`src/rtl/river_pkg.sv`:
```
// Shared types and helpers for the river-crossing puzzle engine.
package river_pkg;

  typedef enum logic [1:0] {
    PLAY,
    FAIL,
    WIN
  } fsm_t;

  // Wolf(2) eats sheep(1), sheep(1) eats cabbage(0).
  localparam logic [8:0] WSC_CONFLICT = 9'h088;

  localparam int unsigned POP_W = 32;

  function automatic int unsigned popcount(input logic [POP_W-1:0] v);
    int unsigned n;
    n = 0;
    for (int unsigned i = 0; i < POP_W; i++) begin
      n += {31'd0, v[i]};
    end
    return n;
  endfunction

endpackage

```
`src/rtl/river_puzzle_if.sv`:
```
// Command handshake between a puzzle driver (master) and the engine (slave).
interface river_puzzle_if #(
  parameter int unsigned N_ITEMS = 3
);
  logic               cmd_valid;
  logic               cmd_ready;
  logic               cmd_undo;
  logic [N_ITEMS-1:0] cmd_sel;

  modport master (
    output cmd_valid,
    output cmd_undo,
    output cmd_sel,
    input  cmd_ready
  );

  modport slave (
    input  cmd_valid,
    input  cmd_undo,
    input  cmd_sel,
    output cmd_ready
  );
endinterface

```
`src/rtl/move_hist.sv`:
```
// Circular LIFO of accepted moves; a push when full overwrites the oldest entry.
module move_hist #(
  parameter int unsigned WIDTH = 3,
  parameter int unsigned DEPTH = 4
) (
  input  logic             clk,
  input  logic             rst,
  input  logic             push,
  input  logic             pop,
  input  logic             clear,
  input  logic [WIDTH-1:0] din,
  output logic [WIDTH-1:0] dout,
  output logic             empty
);

  localparam int unsigned PTR_W = (DEPTH > 1) ? $clog2(DEPTH) : 1;
  localparam int unsigned FILL_W = $clog2(DEPTH + 1);
  localparam logic [PTR_W-1:0] LAST_IDX = PTR_W'(DEPTH - 1);
  localparam logic [PTR_W-1:0] PTR_ONE = PTR_W'(1);
  localparam logic [FILL_W-1:0] FILL_ONE = FILL_W'(1);
  localparam logic [FILL_W-1:0] FILL_MAX = FILL_W'(DEPTH);

  logic [WIDTH-1:0]  mem [DEPTH];
  logic [PTR_W-1:0]  top_q;  // next slot to write
  logic [FILL_W-1:0] fill_q;
  logic [PTR_W-1:0]  prev_top;
  logic [PTR_W-1:0]  next_top;

  always_comb begin
    prev_top = (top_q == '0) ? LAST_IDX : top_q - PTR_ONE;
    next_top = (top_q == LAST_IDX) ? '0 : top_q + PTR_ONE;
  end

  assign dout  = mem[prev_top];
  assign empty = (fill_q == '0);

  always_ff @(posedge clk or negedge rst) begin
    if (!rst) begin
      top_q  <= '0;
      fill_q <= '0;
    end else if (clear) begin
      top_q  <= '0;
      fill_q <= '0;
    end else if (push) begin
      top_q  <= next_top;
      fill_q <= (fill_q == FILL_MAX) ? fill_q : fill_q + FILL_ONE;
    end else if (pop && !empty) begin
      top_q  <= prev_top;
      fill_q <= fill_q - FILL_ONE;
    end
  end

  always_ff @(posedge clk) begin
    if (push && !clear) begin
      mem[top_q] <= din;
    end
  end

endmodule

```
`src/rtl/river_puzzle.sv`:
```
// Generalised river-crossing engine: legality check, conflict/win status, move count and undo.
module river_puzzle
  import river_pkg::*;
#(
  parameter int unsigned                   N_ITEMS    = 3,
  parameter int unsigned                   CAPACITY   = 1,
  parameter logic [N_ITEMS*N_ITEMS-1:0]    CONFLICT   = WSC_CONFLICT,
  parameter int unsigned                   UNDO_DEPTH = 4,
  parameter int unsigned                   CNT_W      = 8
) (
  input  logic                 clk,
  input  logic                 rst,
  input  logic                 restart,
  river_puzzle_if.slave        cmd,
  output logic [N_ITEMS:0]     state,
  output logic                 error,
  output logic                 done,
  output logic                 illegal,
  output logic [CNT_W-1:0]     move_count
);

  localparam logic [CNT_W-1:0] CNT_ONE = CNT_W'(1);

  fsm_t               fsm_q, fsm_d;
  logic [N_ITEMS:0]   state_q, state_d;
  logic [CNT_W-1:0]   cnt_q, cnt_d;
  logic               error_q, done_q, illegal_q, illegal_d;

  logic               accept;
  logic               farmer;
  logic [N_ITEMS-1:0] off_bank;
  logic               move_ok;
  logic               hist_push, hist_pop, hist_empty;
  logic [N_ITEMS-1:0] hist_dout;
  logic               conflict;

  assign cmd.cmd_ready = (fsm_q != WIN) & ~restart;
  assign accept        = cmd.cmd_valid & cmd.cmd_ready;

  // Selected items sitting on the opposite bank from the farmer.
  assign farmer   = state_q[N_ITEMS];
  assign off_bank = cmd.cmd_sel & (state_q[N_ITEMS-1:0] ^ {N_ITEMS{farmer}});
  assign move_ok  = (fsm_q == PLAY) && (off_bank == '0) &&
                    (popcount(POP_W'(cmd.cmd_sel)) <= CAPACITY);

  assign hist_push = accept & ~cmd.cmd_undo & move_ok;
  assign hist_pop  = accept & cmd.cmd_undo & ~hist_empty;

  move_hist #(
    .WIDTH (N_ITEMS),
    .DEPTH (UNDO_DEPTH)
  ) u_move_hist (
    .clk   (clk),
    .rst   (rst),
    .push  (hist_push),
    .pop   (hist_pop),
    .clear (restart),
    .din   (cmd.cmd_sel),
    .dout  (hist_dout),
    .empty (hist_empty)
  );

  always_comb begin
    state_d   = state_q;
    cnt_d     = cnt_q;
    illegal_d = 1'b0;
    if (hist_push) begin
      state_d = state_q ^ {1'b1, cmd.cmd_sel};
      if (cnt_q != '1) cnt_d = cnt_q + CNT_ONE;
    end else if (hist_pop) begin
      state_d = state_q ^ {1'b1, hist_dout};
      if (cnt_q != '0) cnt_d = cnt_q - CNT_ONE;
    end else if (accept) begin
      illegal_d = 1'b1;
    end
  end

  // Status is judged on the state that will be registered this edge.
  always_comb begin
    conflict = 1'b0;
    for (int unsigned i = 0; i < N_ITEMS; i++) begin
      for (int unsigned j = 0; j < N_ITEMS; j++) begin
        if (CONFLICT[i*N_ITEMS+j] && (state_d[i] == state_d[j]) &&
            (state_d[i] != state_d[N_ITEMS])) begin
          conflict = 1'b1;
        end
      end
    end
    if (conflict)        fsm_d = FAIL;
    else if (&state_d)   fsm_d = WIN;
    else                 fsm_d = PLAY;
  end

  always_ff @(posedge clk or negedge rst) begin
    if (!rst) begin
      fsm_q     <= PLAY;
      state_q   <= '0;
      cnt_q     <= '0;
      error_q   <= 1'b0;
      done_q    <= 1'b0;
      illegal_q <= 1'b0;
    end else if (restart) begin
      fsm_q     <= PLAY;
      state_q   <= '0;
      cnt_q     <= '0;
      error_q   <= 1'b0;
      done_q    <= 1'b0;
      illegal_q <= 1'b0;
    end else begin
      fsm_q     <= fsm_d;
      state_q   <= state_d;
      cnt_q     <= cnt_d;
      error_q   <= (fsm_d == FAIL);
      done_q    <= (fsm_d == WIN);
      illegal_q <= illegal_d;
    end
  end

  assign state      = state_q;
  assign move_count = cnt_q;
  assign error      = error_q;
  assign done       = done_q;
  assign illegal    = illegal_q;

endmodule

```
`src/flat_wrapper.sv`:
```
// flat-port wrapper written by rule: the top's interface ports become plain ports
module river_puzzle_flat import river_pkg::*;
#(
  parameter int unsigned                   N_ITEMS    = 3,
  parameter int unsigned                   CAPACITY   = 1,
  parameter logic [N_ITEMS*N_ITEMS-1:0]    CONFLICT   = WSC_CONFLICT,
  parameter int unsigned                   UNDO_DEPTH = 4,
  parameter int unsigned                   CNT_W      = 8
)
  (clk, rst, restart, state, error, done, illegal, move_count, cmd_cmd_valid, cmd_cmd_undo, cmd_cmd_sel, cmd_cmd_ready);
  river_puzzle_if #(.N_ITEMS(N_ITEMS)) cmd_i ();
  input  logic clk;
  input  logic rst;
  input  logic restart;
  output logic [N_ITEMS:0] state;
  output logic error;
  output logic done;
  output logic illegal;
  output logic [CNT_W-1:0] move_count;
  input wire logic [$bits(cmd_i.cmd_valid)-1:0] cmd_cmd_valid;
  input wire logic [$bits(cmd_i.cmd_undo)-1:0] cmd_cmd_undo;
  input wire logic [$bits(cmd_i.cmd_sel)-1:0] cmd_cmd_sel;
  output wire logic [$bits(cmd_i.cmd_ready)-1:0] cmd_cmd_ready;
  assign cmd_i.cmd_valid = cmd_cmd_valid;
  assign cmd_i.cmd_undo = cmd_cmd_undo;
  assign cmd_i.cmd_sel = cmd_cmd_sel;
  assign cmd_cmd_ready = cmd_i.cmd_ready;
  river_puzzle #(.N_ITEMS(N_ITEMS), .CAPACITY(CAPACITY), .CONFLICT(CONFLICT), .UNDO_DEPTH(UNDO_DEPTH), .CNT_W(CNT_W)) u_core (.clk(clk), .rst(rst), .restart(restart), .cmd(cmd_i), .state(state), .error(error), .done(done), .illegal(illegal), .move_count(move_count));
endmodule
```
`config.mk`:
```
export PLATFORM = sky130hd
export DESIGN_NAME = river_puzzle_flat
export DESIGN_NICKNAME = d
export VERILOG_FILES = /design/src/rtl/river_pkg.sv /design/src/rtl/river_puzzle_if.sv /design/src/rtl/move_hist.sv /design/src/rtl/river_puzzle.sv /design/src/flat_wrapper.sv
export SDC_FILE = /design/constraint.sdc
export NUM_CORES = 1
export LEC_CHECK = 0
export ABC_AREA = 1
export BUFFER_PORTS_ARGS = -buffer_cell sky130_fd_sc_hd__buf_4
export CORE_UTILIZATION = 45
export CTS_CLUSTER_SIZE = 10
export DETAILED_ROUTE_END_ITERATION = 8
export PLACE_DENSITY = 0.64
export SLEW_MARGIN = 30
export SYNTH_ARGS = -nofsm -noshare
export SYNTH_HDL_FRONTEND = slang
export SYNTH_SLANG_ARGS = --single-unit
```
`constraint.sdc`:
```
create_clock -name clk -period 2 [get_ports clk]
set_input_delay 0.4 -clock clk [delete_from_list [all_inputs] [get_ports clk]]
set_output_delay 0.4 -clock clk [all_outputs]
set_load 0.1 [all_outputs]
```
==> results of run 1 <==
tightest hold or removal path, stage by stage:
cell	delay, ns
buf_4	0.10
buf_4	0.16
a21oi_2	0.04
what timing repair did:
action	in CTS	in global routing
hold endpoints to repair	15	0
gates cloned	1	0
buffers inserted	7	3
pin swaps	22	13
hold buffers	1	0
endpoints found under the setup margin	11	13
resized for setup	26	23
synthesized netlist by cell type:
master / count / share of area
a21oi_1: 8 / 0.019
a21oi_2: 1 / 0.0042
buf_6: 2 / 0.011
clkinv_4: 1 / 0.0042
dfrtp_1: 20 / 0.24
edfxtp_1: 12 / 0.17
fa_1: 2 / 0.019
ha_1: 13 / 0.078
inv_1: 30 / 0.054
inv_2: 9 / 0.016
nand2_1: 55 / 0.099
nand2_2: 4 / 0.012
nand2_4: 3 / 0.016
nand3_1: 15 / 0.036
nand3_2: 1 / 0.0048
nand3_4: 2 / 0.017
nand3b_1: 1 / 0.0036
nand3b_2: 1 / 0.0054
nand4_1: 4 / 0.012
nand4_4: 1 / 0.010
nor2_1: 19 / 0.034
nor2_2: 2 / 0.0060
nor2_4: 2 / 0.011
nor2_8: 1 / 0.0096
nor4_1: 2 / 0.0060
o211ai_1: 1 / 0.0036
o21ai_0: 7 / 0.017
o21ai_1: 2 / 0.0048
o21ai_2: 3 / 0.013
o22ai_1: 3 / 0.0090
o22ai_2: 2 / 0.012
xor2_1: 9 / 0.038
area by class of cell:
type | instances | share of cell area
Tap cell | 52 | 0.02073
Timing Repair Buffer | 83 | 0.2069
Inverter | 40 | 0.05303
Multi-Input combinational cell | 165 | 0.4091
Sequential cell | 32 | 0.2823
Clock inverter | 3 | 0.005981
Clock buffer | 5 | 0.02193
logic make-up after synthesis:
| kind of cell | Yosys count | synth area share |
|---|---|---|
| simple gates | 113 | 0.2832 |
| buf+inv | 42 | 0.08539 |
| flops | 32 | 0.4137 |
| compound gates | 27 | 0.08238 |
| fa+ha+maj | 15 | 0.09742 |
| xor+xnor | 9 | 0.03789 |
per-layer routing:
metal,global-route usage,vias to the layer above,part of all wire
met3,0.04906,10,0.037
met2,0.3825,35,0.49
met5,0,-,0
met4,0.09333,0,0.020
met1,0.2789,899,0.46
li1,-,951,-
state kept, by name, indices dropped and copies added (netlist names):
| name | cells |
|---|---|
| u_core.state | 4 |
| u_core.u_move_hist.mem | 12 |
| u_core.u_move_hist.fill_q | 3 |
| u_core.fsm_q | 1 |
| u_core.done | 1 |
| u_core.illegal | 1 |
| u_core.move_count | 8 |
| u_core.u_move_hist.top_q | 2 |
power by group through the flow:
stage          clock, mW  sequential, mW  combinational [mW]
6_report           0.505           0.982                3.05
5_1_grt            0.540           0.999                3.27
4_1_cts            0.513           0.977                2.86
3_5_place_dp           0           0.970                2.62
3_3_place_gp           0           0.966                2.58
2_1_floorplan          0            1.56                1.23
per-stage QoR:
step,hold slack (ns),setup TNS [ns],std cells
after floorplan,0.1044,-1.231,238
after CTS,0.4320,-0.5185,378
final,0.4329,-0.4561,380
after global placement,0.3049,-3.085,361
after detailed placement,0.3056,-3.528,361
after global routing,0.4380,-1.281,380
final timing paths:
| check | to | slack [ns] |
|---|---|---|
| worst min register to register | u_core.u_move_hist.fill_q[0] | 0.52 |
| worst max-delay path | u_core.move_count[5] | -0.11 |
| max in group asynchronous | u_core.done | 1.21 |
| min in group asynchronous | u_core.state[2] | 0.53 |
| worst min-delay path | u_core.fsm_q[0] | 0.43 |
| worst max register to register | u_core.move_count[5] | -0.11 |
==> results.py, run 1 <==
metrics = {
    "critical_path": {
        "crit_start": "u_core.state[1]",
        "critPathCaptureType": "register",
        "required_ns": 2.17,
        "worstPathArrival_ns": 2.29,
        "worst_r2r_path_depth": 13,
        "worstSetupPathType": "reg2reg",
        "cp_max_fo": 5,
        "critPathLaunchType": "register",
        "cpMostUsedCell": "nand2_2",
        "critPathMaxStageDelay_ns": 0.49,
        "slowest_stage": "dfrtp_4",
        "cp.depth": 13,
        "path_cells": "buf_6 > nand2_2 > nand4_1 > nand2_2 > nand2_4 > ha_4 > a21oi_4 > nand2_2 > nand2_2 > nand2_1 > a21oi_2 > xor2_1 > o21ai_2",
        "timing.critical_path.buf_inv": 1,
        "critical-path-top-delay-family": "simple AND/OR/NAND/NOR gates",
        "r2r-start": "u_core.state[1]",
    },
    "cts": {
        "clockRootBuffer": "clkbuf_8",
        "cts.sinks": 32,
        "htreeDepth": 2,
        "tritoncts": "done",
        "cts.clk_slew.worst_paths_ns": 0.08,
        "cts_made_buffers": 5,
        "clk_path_buf_depth": 2,
        "insertion_delay_ns": 0.29,
    },
    "route": {
        "wl_per_cell_um": 13.71,
        "dr.pass1.iters": 4,
        "drc": 0,
        "ant_nets": 0,
        "viasPerCell": 4.987,
        "wirelength_mm": 5.208,
        "num_vias": 1895,
        "dr.first_iter.drc_count": 62,
    },
    "power": {
        "p_int_mw": 2.305,
        "pwr-share-comb": 0.672,
        "powerDensity_nw_per_um2": 1445,
        "p_total_mw": 4.533,
        "clkPwrFrac": 0.111,
        "p_leak_nw": 1.470,
        "p_sw_mw": 2.228,
        "vdd_ir_drop_max_v": 0.001069,
        "sequentialPowerShare": 0.217,
        "p_sw_frac": 0.4914,
    },
    "floorplanning": {
        "std_cell_rows": 24,
        "die_area_um2": 4900,
        "core_area_um2": 4414,
        "start_util": 0.4714,
        "die_w_um": 70,
        "ios": 24,
        "die_y_um": 70,
    },
    "logic_synthesis": {
        "seq_area_frac_synth": 0.4137,
        "yosys_warnings": 0,
        "synth_cell_types": 32,
        "ys_ff_latch": 32,
        "synth_fp_nets": 261,
        "syn-cell-area_um2": 2081,
        "synth_cells": 238,
        "syn_avg_cell_area_um2": 8.743,
    },
    "final_layout": {
        "fin_area_um2": 3138,
        "drive_above_1_share": 0.5213,
        "fillers": 336,
        "multi_input_area_um2": 1284,
        "final_common_cell": "buf_4",
        "layout_common_cells": "buf_4, nand2_1, inv_1, nor2_1, nand2_2",
        "fin_nets": 350,
        "fin_util": 0.7109,
        "ff_latch_area_um2": 885.9,
        "diodes": 0,
        "synthToLayoutAreaGrowth_pct": 50.81,
    },
    "run": {
        "drv_cap": 0,
    },
    "timing": {
        "worstMarginPinSlew_ns": 0.5967,
        "setup_violations": 6,
        "rsz0062_at_grt": "yes",
        "slew_headroom": 0.5986,
        "hold_viol_final": 0,
        "min_period_ns": 2.113,
        "setup_ws_ns": -0.1135,
        "drv_slew": 0,
        "finClkSkew_ns": 0.01413,
        "layout_worst_path_cycle_share": 1.057,
        "fmax_ghz": 0.4732,
    },
    "global_routing": {
        "track_usage": 0.2262,
        "grt_pass1_wl_mm": 8.638,
        "antenna_found_initial": 0,
        "overflow": 0,
        "grt_start_max_net_pins": 21,
        "grt_pass1_vias": 1933,
    },
    "placement": {
        "place_ws_ns": -0.4302,
        "place_hpwl_mm": 3.699,
        "place_area_um2": 2736,
        "io_buffers": 23,
        "gp_congestion": 0.8084,
    },
    "worst_hold_path": {
        "hp-class": "in2reg",
        "worstHoldStart": "restart",
        "hold_depth": 3,
    },
    "status": {
        "violations": "setup timing",
        "status": "complete, but fails checks",
    },
}
(Power assumes the default switching activity.)
==> inputs of run 2 (changes only) <==
Settings changed: CORE_UTILIZATION 45 to 30, GPL_ROUTABILITY_DRIVEN set to 0, PLACE_DENSITY 0.64 to 0.45.
==> results.py, run 2 (synthesis gave the netlist of run 1 again) <==
metrics = {
    "timing": {
        "worstMarginPinSlew_ns": 0.5527,
        "fmax_ghz": 0.4611,
        "setup_ws_ns": -0.1685,
        "tns_ns": -0.8252,
        "drv_slew": 0,
        "timing.hold.ws_ns": -0.008206,
        "slew_headroom": 0.6281,
        "min_period_ns": 2.169,
        "hold_viol_final": 4,
        "finClkSkew_ns": 0.005229,
        "setup_violations": 7,
        "rsz0062_at_grt": "yes",
        "layout_worst_path_cycle_share": 1.084,
    },
    "critical_path": {
        "critPathCaptureType": "register",
        "critPathLaunchType": "register",
        "cp_max_fo": 4,
        "required_ns": 2.17,
        "worstSetupPathType": "reg2reg",
        "worstPathArrival_ns": 2.34,
    },
    "power": {
        "pwr-share-comb": 0.691,
        "p_sw_mw": 2.330,
        "powerDensity_nw_per_um2": 1409,
        "p_int_mw": 2.456,
        "vdd_ir_drop_max_v": 0.0006534,
        "p_sw_frac": 0.4869,
        "clkPwrFrac": 0.103,
        "p_leak_nw": 1.532,
        "sequentialPowerShare": 0.206,
    },
    "floorplanning": {
        "core_area_um2": 6531,
        "die_y_um": 85.28,
        "start_util": 0.3186,
        "die_area_um2": 7273,
        "die_w_um": 85.28,
        "std_cell_rows": 29,
        "ios": 24,
    },
    "global_routing": {
        "track_usage": 0.1670,
        "grt_pass1_wl_mm": 9.218,
        "antenna_found_initial": 0,
        "grt_start_max_net_pins": 21,
        "grt_pass1_vias": 1864,
        "overflow": 0,
    },
    "route": {
        "dr.first_iter.drc_count": 52,
        "viasPerCell": 4.557,
        "drc": 0,
        "wirelength_mm": 5.785,
        "dr.pass1.iters": 4,
        "ant_nets": 0,
        "num_vias": 1882,
        "wl_per_cell_um": 14.01,
    },
    "final_layout": {
        "top_register": "u_core.u_move_hist.mem",
        "final_cells": 413,
        "drive_above_1_share": 0.5982,
        "diodes": 0,
        "layout_common_cells": "buf_4, nand2_1, inv_1, nand2_2, nor2_1",
        "fin_nets": 358,
        "synthToLayoutAreaGrowth_pct": 63.20,
        "final_common_cell": "buf_4",
        "largest_reg_flops": 12,
    },
    "status": {
        "status": "complete, but fails checks",
        "violations": "hold timing, setup timing",
    },
    "cts": {
        "clk_path_buf_depth": 2,
        "cts.sinks": 32,
        "clockRootBuffer": "clkbuf_8",
        "htreeDepth": 2,
        "cts_hold_buffers": 0,
        "tritoncts": "done",
        "insertion_delay_ns": 0.29,
        "cts_made_buffers": 5,
        "cts.clk_slew.worst_paths_ns": 0.07,
    },
    "placement": {
        "io_buffers": 23,
        "place_hpwl_mm": 4.101,
        "dp_cells": 390,
    },
    "worst_hold_path": {
        "hp-class": "in2async",
    },
    "run": {
        "drv_cap": 0,
    },
}
-- run 2: cell count changes in the layout (fill, tap and decap cells not counted), moves of 2 or more --
cell | before | now
nand3_4 | 2 | 4
buf_6 | 3 | 9
nand2_2 | 14 | 22
nand3_2 | 4 | 7
nand2_4 | 6 | 10
buf_4 | 78 | 80
nand3_1 | 12 | 7
inv_1 | 26 | 24
nand2_1 | 42 | 29
inv_2 | 10 | 12
-- run 2: critical path: stages, from the launching register on --
cell and delay [ns]:
dfrtp_4 0.50, buf_6 0.13, nand2_4 0.05, nand3_4 0.08
nor2_4 0.19, buf_6 0.15, nand2_8 0.07, ha_4 0.28
nand2_2 0.06, inv_1 0.05, nand4_1 0.09, o211ai_1 0.13
xor2_1 0.19, o22ai_2 0.07
-- run 2: layout make-up --
class | instances | area, um2
timing repair buffer | 91 | 737.0
sequential | 32 | 885.9
tap | 77 | 96.34
clock buffer | 5 | 68.82
clock inverter | 3 | 13.76
multi-input combinational | 165 | 1429
fill | 613 | 3136
inverter | 40 | 165.2
-- run 2: power by group through the flow --
stage | Clock (mW) | Sequential [mW] | Combinational, mW
after CTS | 0.507 | 0.979 | 2.96
after floorplan | 0 | 1.56 | 1.23
final | 0.491 | 0.985 | 3.31
after global routing | 0.538 | 1.00 | 3.55
after detailed placement | 0 | 0.977 | 2.66
after global placement | 0 | 0.975 | 2.66
-- run 2: stage by stage --
stage                     utilization  instance area [um2]  setup WS (ns)  power (mW)
after floorplan                     -                 2155        -0.2941       2.792
after global placement         0.4284                 2798        -0.4541       3.636
after detailed placement       0.4284                 2798        -0.4877       3.642
after CTS                      0.4812                 3143        -0.1848       4.446
after global routing           0.5199                 3396        -0.2759       5.091
final                          0.5199                 3396        -0.1685       4.786
-- run 2: path summary, 6_finish.rpt --
check,startpoint,end,slack (ns),depth (start not counted)
max,u_core.done,u_core.move_count[7],-0.17,13
min,rst,u_core.state[2],-0.008,1
max reg2reg,u_core.done,u_core.move_count[7],-0.17,13
min reg2reg,u_core.u_move_hist.fill_q[0],u_core.u_move_hist.fill_q[0],0.54,1
max in group asynchronous,rst,u_core.done,1.73,1
min in group clk,restart,u_core.fsm_q[0],0.45,3
-- run 2: what timing repair did --
action	CTS	global route
setup endpoints to repair	10	17
gates cloned	1	0
pin swaps	25	34
buffers inserted	7	12
gates resized for setup	39	53
-- run 2: metal layers --
layer | vias to the layer above | global-route usage | routed length, um
li1 | 962 | - | -
met1 | 886 | 0.2251 | 2802
met2 | 26 | 0.2676 | 2721
met3 | 8 | 0.03988 | 185
met4 | 0 | 0.04848 | 74
met5 | - | 0 | 0
